===== src/rtl/rv_pipe_pkg.sv =====
// Shared pipeline definitions: writeback-select and branch-op encodings,
// the packed decode control bundle, its bubble value and the load-use
// interlock state type.
package rv_pipe_pkg;

   localparam logic [1:0] RF_SEL_MEM = 2'b00;
   localparam logic [1:0] RF_SEL_ALU = 2'b01;
   localparam logic [1:0] RF_SEL_PC4 = 2'b11;

   localparam logic [4:0] BR_NONE = 5'b00000;
   localparam logic [4:0] BR_JUMP = 5'b11111;

   typedef struct packed {
      logic       type_alu;
      logic       store;
      logic       control_alu;
      logic       control_op1;
      logic       we;
      logic [2:0] type_dm;
      logic [2:0] funct3;
      logic [2:0] funct_imm;
      logic [1:0] control_rf;
      logic [4:0] brop;
   } ctrl_bundle_t;

   // A bubble never writes the RF, never stores and never branches; the
   // remaining fields are irrelevant and kept at zero.
   localparam ctrl_bundle_t CTRL_BUBBLE = '{
      type_alu:    1'b0,
      store:       1'b0,
      control_alu: 1'b0,
      control_op1: 1'b0,
      we:          1'b0,
      type_dm:     3'b000,
      funct3:      3'b000,
      funct_imm:   3'b000,
      control_rf:  RF_SEL_MEM,
      brop:        BR_NONE
   };

   typedef enum logic {
      LU_NORMAL  = 1'b0,
      LU_BUBBLED = 1'b1
   } lu_state_t;

endpackage


===== src/rtl/id_ex_stage_load_use_detect.sv =====
// load_use_detect: combinational load-use comparator between the
// instruction held in EX and the one waiting in decode. rs2 is compared
// even for formats without an rs2 field; the rare extra stall is accepted.
module load_use_detect
   import rv_pipe_pkg::*;
#(
   parameter int REG_AW = 5
) (
   input  logic              id_valid,
   input  logic              ex_valid,
   input  logic              ex_we,
   input  logic [1:0]        ex_control_rf,
   input  logic [REG_AW-1:0] ex_rd,
   input  logic [REG_AW-1:0] id_rs1,
   input  logic [REG_AW-1:0] id_rs2,
   output logic              hazard
);

   logic ex_is_load;
   logic rd_match;

   // EX holds a load whose destination is a real register that decode reads.
   always_comb begin
      ex_is_load = ex_valid && ex_we && (ex_control_rf == RF_SEL_MEM);
      rd_match   = (ex_rd != '0) && ((ex_rd == id_rs1) || (ex_rd == id_rs2));
      hazard     = id_valid && ex_is_load && rd_match;
   end

endmodule


===== src/rtl/id_ex_stage.sv =====
// id_ex_stage: ID/EX pipeline register of the RV32I pipeline.
// Action priority each cycle: reset > hold > flush > load-use bubble > load.
// Build option: ID_EX_HAZARD_DETECT_EN enables the load-use interlock
// (comparator + NORMAL/BUBBLED FSM). Without it stall_o simply follows
// hold_i and load-use separation is left to the toolchain.
// Handshake: there is no valid/ready pair here; ex_valid_o qualifies the EX
// slot, stall_o tells IF/ID to re-present the same decode slot next cycle,
// and hold_i freezes every register in this stage.
module id_ex_stage
   import rv_pipe_pkg::*;
#(
   parameter int XLEN   = 32,
   parameter int REG_AW = 5
) (
   input  logic              clk,
   input  logic              rst_n,
   input  logic              id_valid_i,
   input  logic              id_type_alu_i,
   input  logic              id_store_i,
   input  logic              id_control_alu_i,
   input  logic              id_control_op1_i,
   input  logic              id_we_i,
   input  logic [2:0]        id_type_dm_i,
   input  logic [2:0]        id_funct3_i,
   input  logic [2:0]        id_funct_imm_i,
   input  logic [1:0]        id_control_rf_i,
   input  logic [4:0]        id_brop_i,
   input  logic [XLEN-1:0]   id_pc_i,
   input  logic [XLEN-1:0]   id_rs1_data_i,
   input  logic [XLEN-1:0]   id_rs2_data_i,
   input  logic [XLEN-1:0]   id_imm_i,
   input  logic [REG_AW-1:0] id_rs1_i,
   input  logic [REG_AW-1:0] id_rs2_i,
   input  logic [REG_AW-1:0] id_rd_i,
   input  logic              flush_i,
   input  logic              hold_i,
   output logic              ex_valid_o,
   output logic              ex_type_alu_o,
   output logic              ex_store_o,
   output logic              ex_control_alu_o,
   output logic              ex_control_op1_o,
   output logic              ex_we_o,
   output logic [2:0]        ex_type_dm_o,
   output logic [2:0]        ex_funct3_o,
   output logic [2:0]        ex_funct_imm_o,
   output logic [1:0]        ex_control_rf_o,
   output logic [4:0]        ex_brop_o,
   output logic [XLEN-1:0]   ex_pc_o,
   output logic [XLEN-1:0]   ex_rs1_data_o,
   output logic [XLEN-1:0]   ex_rs2_data_o,
   output logic [XLEN-1:0]   ex_imm_o,
   output logic [REG_AW-1:0] ex_rs1_o,
   output logic [REG_AW-1:0] ex_rs2_o,
   output logic [REG_AW-1:0] ex_rd_o,
   output logic              stall_o,
   output logic              lu_state_o
);

   ctrl_bundle_t      id_ctrl;
   ctrl_bundle_t      ex_ctrl;
   logic              ex_valid;
   logic [XLEN-1:0]   ex_pc, ex_rs1_data, ex_rs2_data, ex_imm;
   logic [REG_AW-1:0] ex_rs1, ex_rs2, ex_rd;
   logic              hazard;

   assign id_ctrl = '{
      type_alu:    id_type_alu_i,
      store:       id_store_i,
      control_alu: id_control_alu_i,
      control_op1: id_control_op1_i,
      we:          id_we_i,
      type_dm:     id_type_dm_i,
      funct3:      id_funct3_i,
      funct_imm:   id_funct_imm_i,
      control_rf:  id_control_rf_i,
      brop:        id_brop_i
   };

`ifdef ID_EX_HAZARD_DETECT_EN
   lu_state_t state_q, state_d;

   load_use_detect #(.REG_AW(REG_AW)) u_load_use_detect (
      .id_valid      (id_valid_i),
      .ex_valid      (ex_valid),
      .ex_we         (ex_ctrl.we),
      .ex_control_rf (ex_ctrl.control_rf),
      .ex_rd         (ex_rd),
      .id_rs1        (id_rs1_i),
      .id_rs2        (id_rs2_i),
      .hazard        (hazard)
   );

   // Interlock state register.
   always_ff @(posedge clk) begin
      if (!rst_n) state_q <= LU_NORMAL;
      else        state_q <= state_d;
   end

   // Next interlock state: a bubble marks BUBBLED, any other non-hold
   // action (flush or load) returns to NORMAL.
   always_comb begin
      state_d = state_q;
      if (!hold_i) begin
         if (flush_i)     state_d = LU_NORMAL;
         else if (hazard) state_d = LU_BUBBLED;
         else             state_d = LU_NORMAL;
      end
   end

   assign lu_state_o = state_q;
   // A flushed decode slot is being discarded, so there is nothing to stall.
   assign stall_o    = hold_i | (hazard & ~flush_i);
`else
   assign hazard     = 1'b0;
   assign lu_state_o = 1'b0;
   assign stall_o    = hold_i;
`endif

   // Pipeline register: hold keeps, flush/hazard load a bubble, otherwise
   // capture; invalid slots carry bubble control so they never commit.
   always_ff @(posedge clk) begin
      if (!rst_n) begin
         ex_valid    <= 1'b0;
         ex_ctrl     <= CTRL_BUBBLE;
         ex_pc       <= '0;
         ex_rs1_data <= '0;
         ex_rs2_data <= '0;
         ex_imm      <= '0;
         ex_rs1      <= '0;
         ex_rs2      <= '0;
         ex_rd       <= '0;
      end else if (!hold_i) begin
         if (flush_i || hazard) begin
            ex_valid    <= 1'b0;
            ex_ctrl     <= CTRL_BUBBLE;
            ex_pc       <= '0;
            ex_rs1_data <= '0;
            ex_rs2_data <= '0;
            ex_imm      <= '0;
            ex_rs1      <= '0;
            ex_rs2      <= '0;
            ex_rd       <= '0;
         end else begin
            ex_valid    <= id_valid_i;
            ex_ctrl     <= id_valid_i ? id_ctrl : CTRL_BUBBLE;
            ex_pc       <= id_pc_i;
            ex_rs1_data <= id_rs1_data_i;
            ex_rs2_data <= id_rs2_data_i;
            ex_imm      <= id_imm_i;
            ex_rs1      <= id_rs1_i;
            ex_rs2      <= id_rs2_i;
            ex_rd       <= id_rd_i;
         end
      end
   end

   assign ex_valid_o       = ex_valid;
   assign ex_type_alu_o    = ex_ctrl.type_alu;
   assign ex_store_o       = ex_ctrl.store;
   assign ex_control_alu_o = ex_ctrl.control_alu;
   assign ex_control_op1_o = ex_ctrl.control_op1;
   assign ex_we_o          = ex_ctrl.we;
   assign ex_type_dm_o     = ex_ctrl.type_dm;
   assign ex_funct3_o      = ex_ctrl.funct3;
   assign ex_funct_imm_o   = ex_ctrl.funct_imm;
   assign ex_control_rf_o  = ex_ctrl.control_rf;
   assign ex_brop_o        = ex_ctrl.brop;
   assign ex_pc_o          = ex_pc;
   assign ex_rs1_data_o    = ex_rs1_data;
   assign ex_rs2_data_o    = ex_rs2_data;
   assign ex_imm_o         = ex_imm;
   assign ex_rs1_o         = ex_rs1;
   assign ex_rs2_o         = ex_rs2;
   assign ex_rd_o          = ex_rd;

endmodule


===== config.mk =====
export PLATFORM = sky130hd
export DESIGN_NAME = id_ex_stage
export DESIGN_NICKNAME = d
export VERILOG_FILES = /design/src/rtl/rv_pipe_pkg.sv /design/src/rtl/id_ex_stage_load_use_detect.sv /design/src/rtl/id_ex_stage.sv
export SDC_FILE = /design/constraint.sdc
export NUM_CORES = 1
export LEC_CHECK = 0
export CAP_MARGIN = 20
export CORE_ASPECT_RATIO = 1.2
export CORE_MARGIN = 2
export CORE_UTILIZATION = 37
export CTS_CLUSTER_DIAMETER = 120
export DETAILED_ROUTE_END_ITERATION = 12
export PLACE_DENSITY = 0.74
export REMOVE_ABC_BUFFERS = 1
export SKIP_LAST_GASP = 1
export SLEW_MARGIN = 5
export SYNTH_ARGS = -nofsm -noshare
export SYNTH_HDL_FRONTEND = slang
export SYNTH_SLANG_ARGS = --single-unit

===== constraint.sdc =====
create_clock -name clk -period 1.1 [get_ports clk]
set_clock_uncertainty 0.1 [all_clocks]
set_input_delay 0.22 -clock clk [delete_from_list [all_inputs] [get_ports clk]]
set_output_delay 0.22 -clock clk [all_outputs]
set_load 0.005 [all_outputs]

==> impl_metrics.toml, run 1 <==
[status]
status = "finished, violations left"
violations = "setup timing"

[hold_path]
hp-class = "primary input to flip-flop"
hold_depth = 3

[cells_and_area]
diodes = 0
final_area_mm2 = 0.0118
drive_gt1_share_pct = 40.1
finalNonFillerCells = 1363
layout_common_cells = "nand2_1 (165), dfxtp_2 (165), clkdlybuf4s50_1 (165)"
synthToLayoutAreaGrowth_pct = 66.6
finish.utilization_pct = 62.7
layout.nets = 1265

[clock_network]
clkSinkCount = 165
clk_pin_slew_ns = 0.07
clk_path_buf_depth = 2
numCtsBuffers = 17
root_buffer = "clkbuf_16"
cts_tree = "done"
postCtsHoldBufs = 0
htreeDepth = 4
clk_latency_ns = 0.42

[worst_setup_path]
critPathLaunchType = "flip-flop"
cp_top_family = "flip-flops"
path_class = "flip-flop to output port"
crit_path_end_kind = "output port"
crit_buf_inv = 1
path_max_fanout = 2
max_stage_delay_ns = 0.35
crit_arrival_ns = 0.89
cp_num_cells = 1
path_cells = "buf_6"
cp_data_required_time_ns = 0.78
r2r_cells = 4
slowest_stage = "dfxtp_2"

[floorplan]
core_mm2 = 0.0189
io_pins = 336
die_w_um = 130
die_h_um = 156
fp-row-count = 55
initial_utilization_pct = 37.7
dieArea_mm2 = 0.0203

[power_and_ir_drop]
ir_drop_v = 0.00102
power_leakage_nw = 4.79
power_density_mw_per_mm2 = 1260

[placement]
place_area_mm2 = 0.0109
hpwl_um = 15200
dp.cells = 1309
globalplace.congestion = 0.821
port_buffers = 334

[timing]
hold_viol_final = 0
slew_viol_final = 0
finalCritPeriodShare_pct = 110
setup_violations = 165
finalSetupTns_ns = -12.82
fin_crit_ns = 1.21
setup_ws_ns = -0.109
max_freq_ghz = 0.827
rsz0062_at_grt = "true"

[synthesis]
synth_area_mm2 = 0.00710
ys_seq_elements = 165
ys_types = 12
yosysSeqAreaShare_pct = 46.5
ys_warn_count = 0
syn_inst = 737
postSynthAreaPerCell_um2 = 9.63

[route]
dr.pass1.iters = 4
via_count = 6492
totalWireLength_um = 21700
drtIter0Drc = 253
ant_nets = 0
viasPerCell = 4.76
route.detailed.drc = 0
avgRoutedWirePerCell_um = 15.9

[grt]
grt_pass1_vias = 6346
grt_pass1_wl_um = 33100
overflow = 0
antenna_found_initial = 0
track_usage_pct = 20.8
grt_max_degree = 63

[run]
drv_cap = 0
-- synth_stat cells, drive strengths merged --
master / count / area [um^2]
buf: 38 / 293
or3b: 144 / 1260
conb: 1 / 3.75
a21boi: 165 / 1240
dfxtp: 165 / 3300
clkbuf: 38 / 144
nand4bb: 21 / 236
nand2: 165 / 619
-- area by class of cell --
cell class / count / area [um^2]
clock buffers: 19 / 443
fillers: 1616 / 7030
repair buffers: 416 / 4020
flip-flops and latches: 165 / 3510
well taps: 256 / 320
clock inverters: 11 / 175
multi-input cells: 496 / 3360
-- logic make-up after synthesis --
kind of cell / after synthesis / synth area share, %
AO/OA/AOI/OAI: 165 / 17.4
AND/OR/NAND/NOR: 330 / 29.8
other: 1 / 0.0528
flip-flops: 165 / 46.5
buffers and inverters: 76 / 6.15
-- power by group --
part / internal (mW) / switching (mW) / leakage (nW)
clock network: 3.86 / 2.54 / 0.296
logic: 1.38 / 0.707 / 3.07
registers: 6.24 / 0.140 / 1.42
-- repair_timing --
action / 4_1_cts / 5_1_grt
resized for setup: 919 / 27
buffers inserted: 15 / 9
endpoints found under the setup margin: 166 / 166
gates cloned: 0 / 0
-- registers in the layout, summed over array words and instances (netlist names), 5 cells and up --
name / count
ex_rs1_o: 5
ex_imm_o: 32
ex_brop_o: 5
ex_rs2_o: 5
ex_rs1_data_o: 32
ex_rd_o: 5
ex_rs2_data_o: 32
ex_pc_o: 32
-- per-layer routing --
metal / up-vias / global-route usage, % / wire length (um) / share of wire (%)
met4: 0 / 10.1 / 866 / 4.0
li1: 3256 / - / - / -
met5: - / 0 / 0 / 0
met2: 210 / 36.0 / 10900 / 50
met1: 2978 / 23.2 / 8510 / 39
met3: 48 / 6.10 / 1450 / 6.7
-- path summary, 6_finish.rpt --
| path | from | endpoint | slack (ns) |
|---|---|---|---|
| hold / removal | hold_i | ex_rs1_data_o[7] | 0.11 |
| setup reg to reg | ex_rs2_o[1] | ex_rs2_o[1] | 0.21 |
| setup / recovery | ex_rs1_data_o[23] | ex_rs1_data_o[23] | -0.11 |
| hold reg to reg | ex_imm_o[19] | ex_imm_o[19] | 0.35 |
-- per-stage QoR --
stage	total power, mW	setup WS [ns]	hold slack [ns]
global placement	8.50	-0.321	0.344
global route	15.5	-0.148	0.117
finish	14.9	-0.109	0.107
floorplan	6.91	0.234	0.255
detailed placement	8.52	-0.314	0.348
CTS	15.0	-0.137	0.0956
No activity file was read; power rests on OpenSTA's default activity.
==> inputs of run 2 (changes only) <==
Settings changed: CORE_ASPECT_RATIO 1.2 to default, CORE_UTILIZATION 37 to 45, PLACE_DENSITY 0.74 to 0.85.
Clock period 1.1 ns to 1.5 ns, I/O delays scaled along.
==> run 2 against run 1 <==
- via count fell by 1.4%
- largest cell class unchanged
- sequential power fell by 28%
- routed wire length decreased by 4.8%
- worst setup slack better by 0.17 ns
- flip-flop and latch count did not move
- highest routed layer is now met5
- the flow now finishes without violations
- critical path depth is the same
- global-route usage increased by 3.3 points
- die area shrank 17%
- critical path type unchanged
- cell area is 6.8% lower
- clock-buffer cell count rose by 2
- combinational power is 36% lower
==> impl_metrics.toml, run 2 (same netlist as run 1, synthesis figures left out) <==
[power_and_ir_drop]
switching_share_pct = 21.7
power_leakage_nw = 4.75
p_sw_mw = 2.35
power_density_mw_per_mm2 = 983
ir_drop_v = 0.000738
pwr-share-seq_pct = 42.6
power_frac_comb_pct = 12.4
p_int_mw = 8.49
clkPwrFrac_pct = 45.0

[floorplan]
die_h_um = 130
dieArea_mm2 = 0.0168
die_w_um = 130
initial_utilization_pct = 46.4
fp-row-count = 45
io_pins = 336
core_mm2 = 0.0153

[worst_setup_path]
cp_top_family = "flip-flops"
critPathLaunchType = "flip-flop"
path_class = "flip-flop to output port"
path_cells = "dlygate4sd2_1"
r2r_slack_ns = 0.75
cp_data_required_time_ns = 1.10
path_max_fanout = 2
crit_path_end_kind = "output port"
slowest_stage = "dfxtp_1"
cp_num_cells = 1
max_stage_delay_ns = 0.35
crit_arrival_ns = 1.04
crit_buf_inv = 1
r2r_cells = 2

[timing]
setup_ws_ns = 0.0570
slew_viol_final = 0
hold_viol_final = 0
fin_crit_ns = 1.44
setup_violations = 0
rsz0062_at_grt = "false"
finalCritPeriodShare_pct = 96.2
max_freq_ghz = 0.693

[route]
dr.pass1.iters = 5
viasPerCell = 5.07
via_count = 6399
totalWireLength_um = 20700
avgRoutedWirePerCell_um = 16.4
route.detailed.drc = 0
drtIter0Drc = 309
ant_nets = 0

[clock_network]
clk_latency_ns = 0.42
numCtsBuffers = 17
cts_tree = "done"
root_buffer = "clkbuf_16"
cts_setup_buffers = 0
clk_pin_slew_ns = 0.06
htreeDepth = 4
clkSinkCount = 165
clk_path_buf_depth = 2

[placement]
hpwl_um = 14200
globalplace.congestion = 0.798
dp.cells = 1231
dp_slack_ns = 0.0128
port_buffers = 334

[status]
status = "completed"

[cells_and_area]
drive_gt1_share_pct = 6.84
layout.nets = 1208
layout_common_cells = "clkdlybuf4s50_1 (166), nand2_1 (165), dlygate4sd2_1 (164)"
final_common_cell = "clkdlybuf4s50_1"
synthToLayoutAreaGrowth_pct = 55.3
finalNonFillerCells = 1263
finish.utilization_pct = 72.0
diodes = 0

[grt]
grt_pass1_vias = 6074
grt_pass1_wl_um = 31500
grt_max_degree = 95
antenna_found_initial = 1
overflow = 0
track_usage_pct = 24.1

[run]
drv_cap = 0

[hold_path]
hold_depth = 3
hp-class = "primary input to flip-flop"
==> run 2: cell count changes in the layout (fill, tap and decap cells not counted), sizes merged, moves of 2 or more <==
| cell | before | now |
|---|---|---|
| clkinv | 2 | 5 |
| inv | 3 | 0 |
| clkbuf | 20 | 22 |
| dlygate4sd2 | 1 | 164 |
| buf | 249 | 27 |
==> run 2: what timing repair did <==
item | 4_1_cts | 5_1_grt
gates resized for setup | 177 | 1
setup endpoints to repair | 165 | 1
hold buffers | 0 | 0
==> run 2: final cells by class <==
class | count | area [um^2]
fill | 1205 | 4290
sequential | 165 | 3320
clock buffer | 21 | 470
tap | 211 | 264
multi-input combinational | 496 | 3360
clock inverter | 11 | 198
timing repair buffer | 359 | 3410
==> run 2: final timing paths <==
path	to	start
worst max-delay path	ex_pc_o[17]	ex_pc_o[17]
worst min-delay path	ex_pc_o[12]	hold_i
worst max register to register	ex_rs2_data_o[15]	ex_rs2_data_o[15]
worst min register to register	ex_rs1_data_o[5]	ex_rs1_data_o[5]
==> run 2: metal layers <==
layer	share of wire (%)	GRT usage, %	vias up
li1	-	-	3153
met1	39	26.3	2932
met2	48	41.1	250
met3	8.3	8.67	62
met4	4.7	12.8	2
met5	0.053	0	-
==> run 2: through the flow <==
step / cell area [um^2] / hold slack, ns / total power [mW] / setup TNS [ns]
floorplan: 6660 / 0.335 / 5.07 / 0
global placement: 10500 / 0.346 / 6.15 / 0
detailed placement: 10500 / 0.349 / 6.17 / 0
CTS: 11000 / 0.104 / 10.9 / -0.213
global route: 11000 / 0.121 / 11.2 / 0
finish: 11000 / 0.117 / 10.8 / 0
==> run 2: power by group through the flow <==
stage | Sequential [mW] | Combinational, mW | Clock [mW]
final | 4.62 | 1.34 | 4.88
after global routing | 4.64 | 1.46 | 5.14
after CTS | 4.62 | 1.36 | 4.96
after detailed placement | 4.72 | 1.45 | 0
after global placement | 4.72 | 1.44 | 0
after floorplan | 4.73 | 0.337 | 0
